--- src/rtl/cic_pkg.sv ---
// Shared types and arithmetic for the CIC integrator chain.
//   ovf_mode_e : wrap (modulo) or saturate on accumulator overflow
//   sat_add    : width-generic add returning {ovf, sum}; operands live in the low
//                `width` bits of MaxWidth-bit vectors, upper bits are ignored.
package cic_pkg;

  typedef enum logic {
    OVF_WRAP = 1'b0,
    OVF_SAT  = 1'b1
  } ovf_mode_e;

  localparam int unsigned MaxWidth = 64;

  typedef struct packed {
    logic                ovf;
    logic [MaxWidth-1:0] sum;
  } add_res_t;

  function automatic add_res_t sat_add(input logic [MaxWidth-1:0] a,
                                       input logic [MaxWidth-1:0] b,
                                       input int unsigned         width,
                                       input logic                is_signed,
                                       input ovf_mode_e           mode);
    logic [MaxWidth:0]   full;
    logic [MaxWidth:0]   carry_sh;
    logic [MaxWidth-1:0] mask;
    logic [MaxWidth-1:0] msb;
    logic [MaxWidth-1:0] sum;
    logic                sa, sb, sr, ovf;
    add_res_t            res;
    mask     = {MaxWidth{1'b1}} >> (MaxWidth - width);
    msb      = {{(MaxWidth-1){1'b0}}, 1'b1} << (width - 1);
    full     = {1'b0, a & mask} + {1'b0, b & mask};
    carry_sh = full >> width;
    sum      = full[MaxWidth-1:0] & mask;
    sa       = |(a & msb);
    sb       = |(b & msb);
    sr       = |(sum & msb);
    ovf      = is_signed ? ((sa == sb) && (sr != sa)) : carry_sh[0];
    if (ovf && (mode == OVF_SAT)) begin
      if (!is_signed) begin
        sum = mask;
      end else if (sa) begin
        sum = msb;        // most negative
      end else begin
        sum = mask >> 1;  // most positive
      end
    end
    res.ovf = ovf;
    res.sum = sum;
    return res;
  endfunction

endpackage

--- src/rtl/cic_int_stage.sv ---
// One integrator stage: acc <= acc + x when en, plus the registered valid that
// enables the next stage.
//   clk, rstn : clock, asynchronous active-low reset
//   clear     : synchronous clear of accumulator and valid
//   en        : add x this edge
//   x         : addend (previous stage accumulator or extended input)
//   acc       : accumulator
//   vld       : en delayed by one edge (dropped by clear)
//   ovf       : combinational overflow pulse of the add taking effect this edge
module cic_int_stage
  import cic_pkg::*;
#(
  parameter int unsigned WIDTH    = 16,
  parameter bit          SIGNED   = 1'b0,
  parameter ovf_mode_e   OVF_MODE = OVF_WRAP
) (
  input  logic             clk,
  input  logic             rstn,
  input  logic             clear,
  input  logic             en,
  input  logic [WIDTH-1:0] x,
  output logic [WIDTH-1:0] acc,
  output logic             vld,
  output logic             ovf
);

  logic [WIDTH-1:0] acc_d, acc_q;
  logic             vld_d, vld_q;
  add_res_t         add_res;

  always_comb begin
    add_res = sat_add(MaxWidth'(acc_q), MaxWidth'(x), WIDTH, SIGNED, OVF_MODE);
    acc_d   = acc_q;
    vld_d   = en & ~clear;
    ovf     = 1'b0;
    if (clear) begin
      acc_d = '0;
    end else if (en) begin
      acc_d = add_res.sum[WIDTH-1:0];
      ovf   = add_res.ovf;
    end
  end

  if (WIDTH < MaxWidth) begin : g_unused
    logic unused_hi;
    assign unused_hi = ^add_res.sum[MaxWidth-1:WIDTH];
  end

  always_ff @(posedge clk or negedge rstn) begin
    if (!rstn) begin
      acc_q <= '0;
      vld_q <= 1'b0;
    end else begin
      acc_q <= acc_d;
      vld_q <= vld_d;
    end
  end

  assign acc = acc_q;
  assign vld = vld_q;

endmodule

--- src/rtl/cic_integrator_chain.sv ---
// Integrator section of a CIC decimator: N_STAGES cascaded integrators with a
// valid pipeline, synchronous clear, wrap/saturate arithmetic and sticky
// per-stage overflow flags.
//   clk, rstn  : clock, asynchronous active-low reset
//   din        : input sample (zero/sign-extended to WIDTH per SIGNED)
//   in_valid   : din valid this cycle
//   clear      : zero accumulators and valid pipe at next edge
//   ovf_clr    : clear sticky overflow flags (a same-edge overflow wins)
//   dout       : last-stage accumulator
//   out_valid  : dout updated by a valid beat this cycle
//   ovf_sticky : bit k set when stage k overflowed since last ovf_clr
module cic_integrator_chain
  import cic_pkg::*;
#(
  parameter int unsigned IN_WIDTH = 8,
  parameter int unsigned WIDTH    = 16,
  parameter int unsigned N_STAGES = 3,
  parameter bit          SIGNED   = 1'b0,
  parameter ovf_mode_e   OVF_MODE = OVF_WRAP
) (
  input  logic                clk,
  input  logic                rstn,
  input  logic [IN_WIDTH-1:0] din,
  input  logic                in_valid,
  input  logic                clear,
  input  logic                ovf_clr,
  output logic [WIDTH-1:0]    dout,
  output logic                out_valid,
  output logic [N_STAGES-1:0] ovf_sticky
);

  logic [WIDTH-1:0]    din_ext;
  logic [WIDTH-1:0]    acc [N_STAGES];
  logic [N_STAGES-1:0] vld;
  logic [N_STAGES-1:0] ovf;
  logic [N_STAGES-1:0] sticky_d, sticky_q;

  if (WIDTH == IN_WIDTH) begin : g_ext_none
    assign din_ext = din;
  end else if (SIGNED) begin : g_ext_sign
    assign din_ext = {{(WIDTH-IN_WIDTH){din[IN_WIDTH-1]}}, din};
  end else begin : g_ext_zero
    assign din_ext = {{(WIDTH-IN_WIDTH){1'b0}}, din};
  end

  for (genvar k = 0; k < N_STAGES; k++) begin : g_stage
    logic [WIDTH-1:0] x;
    logic             en;
    if (k == 0) begin : g_first
      assign x  = din_ext;
      assign en = in_valid;
    end else begin : g_rest
      assign x  = acc[k-1];
      assign en = vld[k-1];
    end

    cic_int_stage #(
      .WIDTH    (WIDTH),
      .SIGNED   (SIGNED),
      .OVF_MODE (OVF_MODE)
    ) u_stage (
      .clk   (clk),
      .rstn  (rstn),
      .clear (clear),
      .en    (en),
      .x     (x),
      .acc   (acc[k]),
      .vld   (vld[k]),
      .ovf   (ovf[k])
    );
  end

  // New overflows are OR-ed in after the clear so a coincident overflow wins.
  always_comb begin
    sticky_d = (ovf_clr ? '0 : sticky_q) | ovf;
  end

  always_ff @(posedge clk or negedge rstn) begin
    if (!rstn) begin
      sticky_q <= '0;
    end else begin
      sticky_q <= sticky_d;
    end
  end

  assign dout       = acc[N_STAGES-1];
  assign out_valid  = vld[N_STAGES-1];
  assign ovf_sticky = sticky_q;

endmodule
--- config.mk ---
export PLATFORM = sky130hd
export DESIGN_NAME = cic_integrator_chain
export DESIGN_NICKNAME = d
export VERILOG_FILES = /design/src/rtl/cic_pkg.sv /design/src/rtl/cic_int_stage.sv /design/src/rtl/cic_integrator_chain.sv
export SDC_FILE = /design/constraint.sdc
export NUM_CORES = 1
export LEC_CHECK = 0
export CAP_MARGIN = 25
export CORE_UTILIZATION = 60
export CTS_CLUSTER_SIZE = 30
export DETAILED_ROUTE_END_ITERATION = 8
export PLACE_DENSITY = 0.88
export SLEW_MARGIN = 10
export SYNTH_ARGS = -nofsm -noshare
export SYNTH_HDL_FRONTEND = slang
export SYNTH_HIERARCHICAL = 1
export SYNTH_SLANG_ARGS = --single-unit
--- constraint.sdc ---
create_clock -name clk -period 3.3 [get_ports clk]
set_clock_uncertainty 0.1 [all_clocks]
set_input_delay 0.66 -clock clk [delete_from_list [all_inputs] [get_ports clk]]
set_output_delay 0.66 -clock clk [all_outputs]
set_load 0.01 [all_outputs]
* Word-level counts from Yosys, hierarchy flattened
Index checks and enable logic that the tools add are counted.
** Storage, ports and cells
- Memories :: 0
- Register bits after elaboration :: 54
- Latch bits :: 0
- Logic and storage cells :: 31
- Output and inout port bits :: 20
- RAM bits :: 0
- Bits in read-only memories :: 0
** Cells by class
- $lt $le $gt $ge :: 0
- Add/subtract/negate cells :: 3
- Equal/unequal tests :: 0
- Reductions and logical operators :: 3
- Shifts and indexed selects :: 0
- Div/mod/pow operators :: 0
- Bitwise gates (word level) :: 5
- $mul :: 0
- Muxes and demuxes :: 13
** Operators with widths (count)
- 16-bit two-way mux :: 6
- 16-bit by 16-bit adder with 17-bit output :: 2
- 16-bit by 8-bit adder with 17-bit output :: 1
- 1-bit two-way mux :: 6
- 2-bit nonzero test :: 3
- 1-bit AND :: 3
- 3-bit two-way mux :: 1
- 3-bit bitwise OR :: 1
- 1-bit NOT :: 1

* Depth between registers and ports, before layout
Gate-level depths: netlist of the first run.
- Depth after elaboration :: 4
- Depth in mapped cells :: 10
- Gate-level depth less buffers :: 10

* Cells and area by module
Netlist of the first run, hierarchy kept.
** By module, submodules not included
- cic_int_stage at g_stage[0].u_stage ... :: instances 2, area each 1516.5 µm², cells an instance 181
- cic_int_stage at g_stage[2].u_stage :: instances 1, area each 1457.6 µm², cells an instance 159
- cic_integrator_chain :: instances 1, area each 105.1 µm², cells an instance 8

* Worst setup path after synthesis of the first run
No wires, ideal clock.
- Path kind :: input to register
- Start point :: in din[0]
- End point :: reg g_stage[0].u_stage.acc_q[12]
- Slack :: 0.725 ns
- Setup time :: 0.122 ns
- Data arrival time :: 2.353 ns
- Required time :: 3.078 ns
- Cell stages on the path :: 9
- Cell sequence :: ha_1 inv_1 fa_1 and2b_4 o2111ai_1 a21oi_1 o211a_1 or3_1 a32o_1
** Between the ends
- Word-level cells in the longest chain between the ends :: 3
** Ends and longest elaborated chain
- from (decl) :: line cic_integrator_chain.sv:23 : input logic [IN_WIDTH-1:0] din,
- 16-bit by 8-bit adder with 17-bit output :: line cic_pkg.sv:33 : full = {1'b0, a & mask} + {1'b0, b & mask};
- 16-bit two-way mux :: line cic_int_stage.sv:38 : end else if (en) begin
- 16-bit two-way mux :: line cic_int_stage.sv:36 : if (clear) begin
- to (signal assigned) :: line cic_int_stage.sv:51 : acc_q <= '0;
- to (signal assigned) :: line cic_int_stage.sv:54 : acc_q <= acc_d;
- to (decl) :: line cic_int_stage.sv:27 : logic [WIDTH-1:0] acc_d, acc_q;
Every way passes these cells. The select of a mux whose other input is x is not followed.
A chain may end at the register's enable or synchronous reset.

* Worst setup path after layout of the first run
Same ends and word-level chain as after synthesis.

==> results_dict.tcl, run 1 <==
set metrics [dict create \
    rsz0062_at_grt "no" \
    antenna_left 0 \
    end_kind "flip-flop" \
    path_clk_slew_ns 0.10 \
    cts_hold_buf 0 \
    power_leakage_nw 2.38 \
    arrival_ns 3.02 \
    synth-edff-count 0 \
    die_w_um 89.5 \
    place_hpwl_um 7870 \
    ios 33 \
    cp-start-kind "primary input" \
    fin_crit_sh 0.881 \
    grt_start_max_net_pins 53 \
    worstSetupPathType "primary input to flip-flop" \
    cp_max_fo 3 \
    fin_crit_ns 2.91 \
    final_common_cell "nor2_1" \
    tightest_slew_ns 0.965 \
    mostFrequentLayoutCells "58 x nor2_1, 54 x dfrtp_1, 50 x a21oi_1" \
    die_h_um 89.5 \
    peakVddDrop_v 0.000233 \
    syn_avg_cell_area_um2 8.69 \
    nets 618 \
    cts_resized 0 \
    drive_gt1_frac 0.0542 \
    final_area_um2 5040 \
    p_per_area_nw_per_um2 357 \
    cp_num_buf_inv 2 \
    antenna_found_initial 0 \
    status "finished, final reports clean" \
    start_util 0.627 \
    ys_seq_elements 54 \
    seq_area_frac_synth 0.294 \
    drv_cap 0 \
    routabilityCongestion 0.982 \
    grt_overflow_total 0 \
    hold_viol_final 0 \
    drc 0 \
    wire_per_inst_um 16.3 \
    ys_warn_count 6 \
    grt_pass1_wl_um 17700 \
    core_area_um2 7330 \
    cts_max_path_buffers 2 \
    cts_tree "built" \
    port_buffers 32 \
    ys_types 63 \
    area_growth_pct 9.67 \
    postCtsSetupBuffers 0 \
    antenna_cells 0 \
    first_global_vias 3901 \
    slew_headroom 0.357 \
    cts_sinks 54 \
    grt-busiest-layer "met2" \
    grt_use_total 0.282 \
    vias 4191 \
    worst_path_largest_cell_delay_ns 0.46 \
    numCtsBuffers 5 \
    routed_via_density 6.42 \
    synth_cells 529 \
    drt_iter0_drc 383 \
    timing.fmax_mhz 344 \
    critPathRequiredTime_ns 3.41 \
    slowest_stage "clkdlybuf4s50_1" \
    row_count 31 \
    htree_levels 2 \
    met1_usage 0.364 \
    synthArstFlopShare 1.00 \
    place_area_um2 4960 \
    netlist_area_um2 4600 \
    synth-main-ff-cell "dfrtp_1" \
    clk_latency_ns 0.31 \
    dr.pass1.iters 5 \
    hp-class "primary input to asynchronous set/reset pin" \
    die_area_um2 8010 \
    setup_tns_ns 0 \
    slew_viol_final 0 \
    path_delay_family "compound AO/OA/AOI/OAI gates" \
    crit_chain "clkdlybuf4s50_1, ha_1, inv_1, fa_1, and2b_4, o2111ai_1, a21oi_1, o211a_1, o21ai_0, a32o_1" \
    setup-violations-final 0 \
    cts_root_buf "clkbuf_8" \
    grt.met2_usage 0.482 \
    wirelength_um 10600 \
    use_met3 0.0379 \
]
-- Yosys cell counts (4+ instances only) --
cell,count,area share
nor2_1,58,0.047
dfrtp_1,54,0.29
a21oi_1,50,0.054
ha_1,48,0.13
nand2_1,33,0.027
inv_1,26,0.021
nand3_1,26,0.028
a21o_1,23,0.038
mux2i_1,20,0.044
o21ai_0,19,0.021
clkbuf_1,15,0.012
xnor2_1,12,0.023
nand4_1,11,0.015
a31oi_1,8,0.011
nand2b_1,7,0.0095
nor3_1,7,0.0076
o21bai_1,7,0.011
xor2_1,6,0.011
a211oi_1,5,0.0082
o21a_1,5,0.0082
a32o_1,4,0.0087
a41oi_1,4,0.0076
nor4_1,4,0.0054
nor4b_1,4,0.0076
o2111ai_1,4,0.0076
or3_1,4,0.0054
-- cells by family (layout without fill, tap and decap cells) --
| logic type | count (synthesis) | in the layout | synth area share |
|---|---|---|---|
| buffers and inverters | 50 | 68 | 0.0479 |
| DFF | 54 | 54 | 0.294 |
| other | 1 | 8 | 0.000816 |
| and+or+nand+nor | 167 | 167 | 0.174 |
| muxes | 22 | 22 | 0.0493 |
| xor gates and xnor gates | 18 | 18 | 0.0343 |
| AOI/OAI and AO/OA | 166 | 166 | 0.256 |
| adders and majority gates | 51 | 51 | 0.144 |
-- final timing paths --
kind	start	to	slack, ns	cells past startpoint
max	din[0]	g_stage[0].u_stage/acc[12]	0.39	10
max in group asynchronous	rstn	g_stage[0].u_stage/acc[8]	2.12	2
max reg2reg	g_stage[0].u_stage/acc[0]	g_stage[1].u_stage/acc[12]	0.74	9
min	rstn	g_stage[2].u_stage/acc[14]	0.13	1
min in group clk	ovf_sticky[2]	ovf_sticky[2]	0.39	1
min reg2reg	ovf_sticky[2]	ovf_sticky[2]	0.39	1
-- where the power goes --
| part | internal, W | total, W | switching (W) |
|---|---|---|---|
| Combinational | 0.000263 | 0.000646 | 0.000383 |
| Clock | 0.000146 | 0.000376 | 0.000230 |
| Sequential | 0.000714 | 0.000779 | 0.0000650 |
-- metal layers --
metal / vias up / part of all wire
met1: 1995 / 0.43
met2: 158 / 0.49
li1: 2013 / -
met4: 0 / 0.023
met3: 25 / 0.054
met5: - / 0
-- through the flow --
stage               utilization  cells  total power [W]  worst slack [ns]  hold WS (ns)
floorplan                     -    536          0.00126             0.725         0.264
global placement          0.676    646          0.00139             0.176         0.362
detailed placement        0.676    646          0.00142             0.113         0.371
CTS                       0.687    653          0.00180             0.434         0.143
global route              0.687    653          0.00191             0.237         0.153
finish                    0.687    653          0.00180             0.392         0.134
-- cell type report --
type,count,area [um2]
clock buffers,5,68.8
clock inverters,2,15.0
fillers,570,2290
inverters,26,97.6
multi-input cells,432,3050
flip-flops and latches,54,1350
well taps,99,124
repair buffers,35,333
-- registers in the layout, indices dropped and copies added, names as in the netlist --
name	flops
g_stage.u_stage/vld	3
g_stage.u_stage/acc	48
ovf_sticky	3
(Power assumes the default switching activity.)
==> run 2: changes to the inputs <==
--- a/config.mk
+++ b/config.mk
@@ -5,12 +5,13 @@
 export SDC_FILE = /design/constraint.sdc
 export NUM_CORES = 1
 export LEC_CHECK = 0
+export ABC_CLOCK_PERIOD_IN_PS = 3300
 export CAP_MARGIN = 25
 export CORE_UTILIZATION = 60
 export CTS_CLUSTER_SIZE = 30
 export DETAILED_ROUTE_END_ITERATION = 8
 export PLACE_DENSITY = 0.88
-export SLEW_MARGIN = 10
+export SLEW_MARGIN = 20
 export SYNTH_ARGS = -nofsm -noshare
 export SYNTH_HDL_FRONTEND = slang
 export SYNTH_HIERARCHICAL = 1
==> results of run 2 <==
Same layout as run 1: the final DEF is identical, and so are final timing and power.
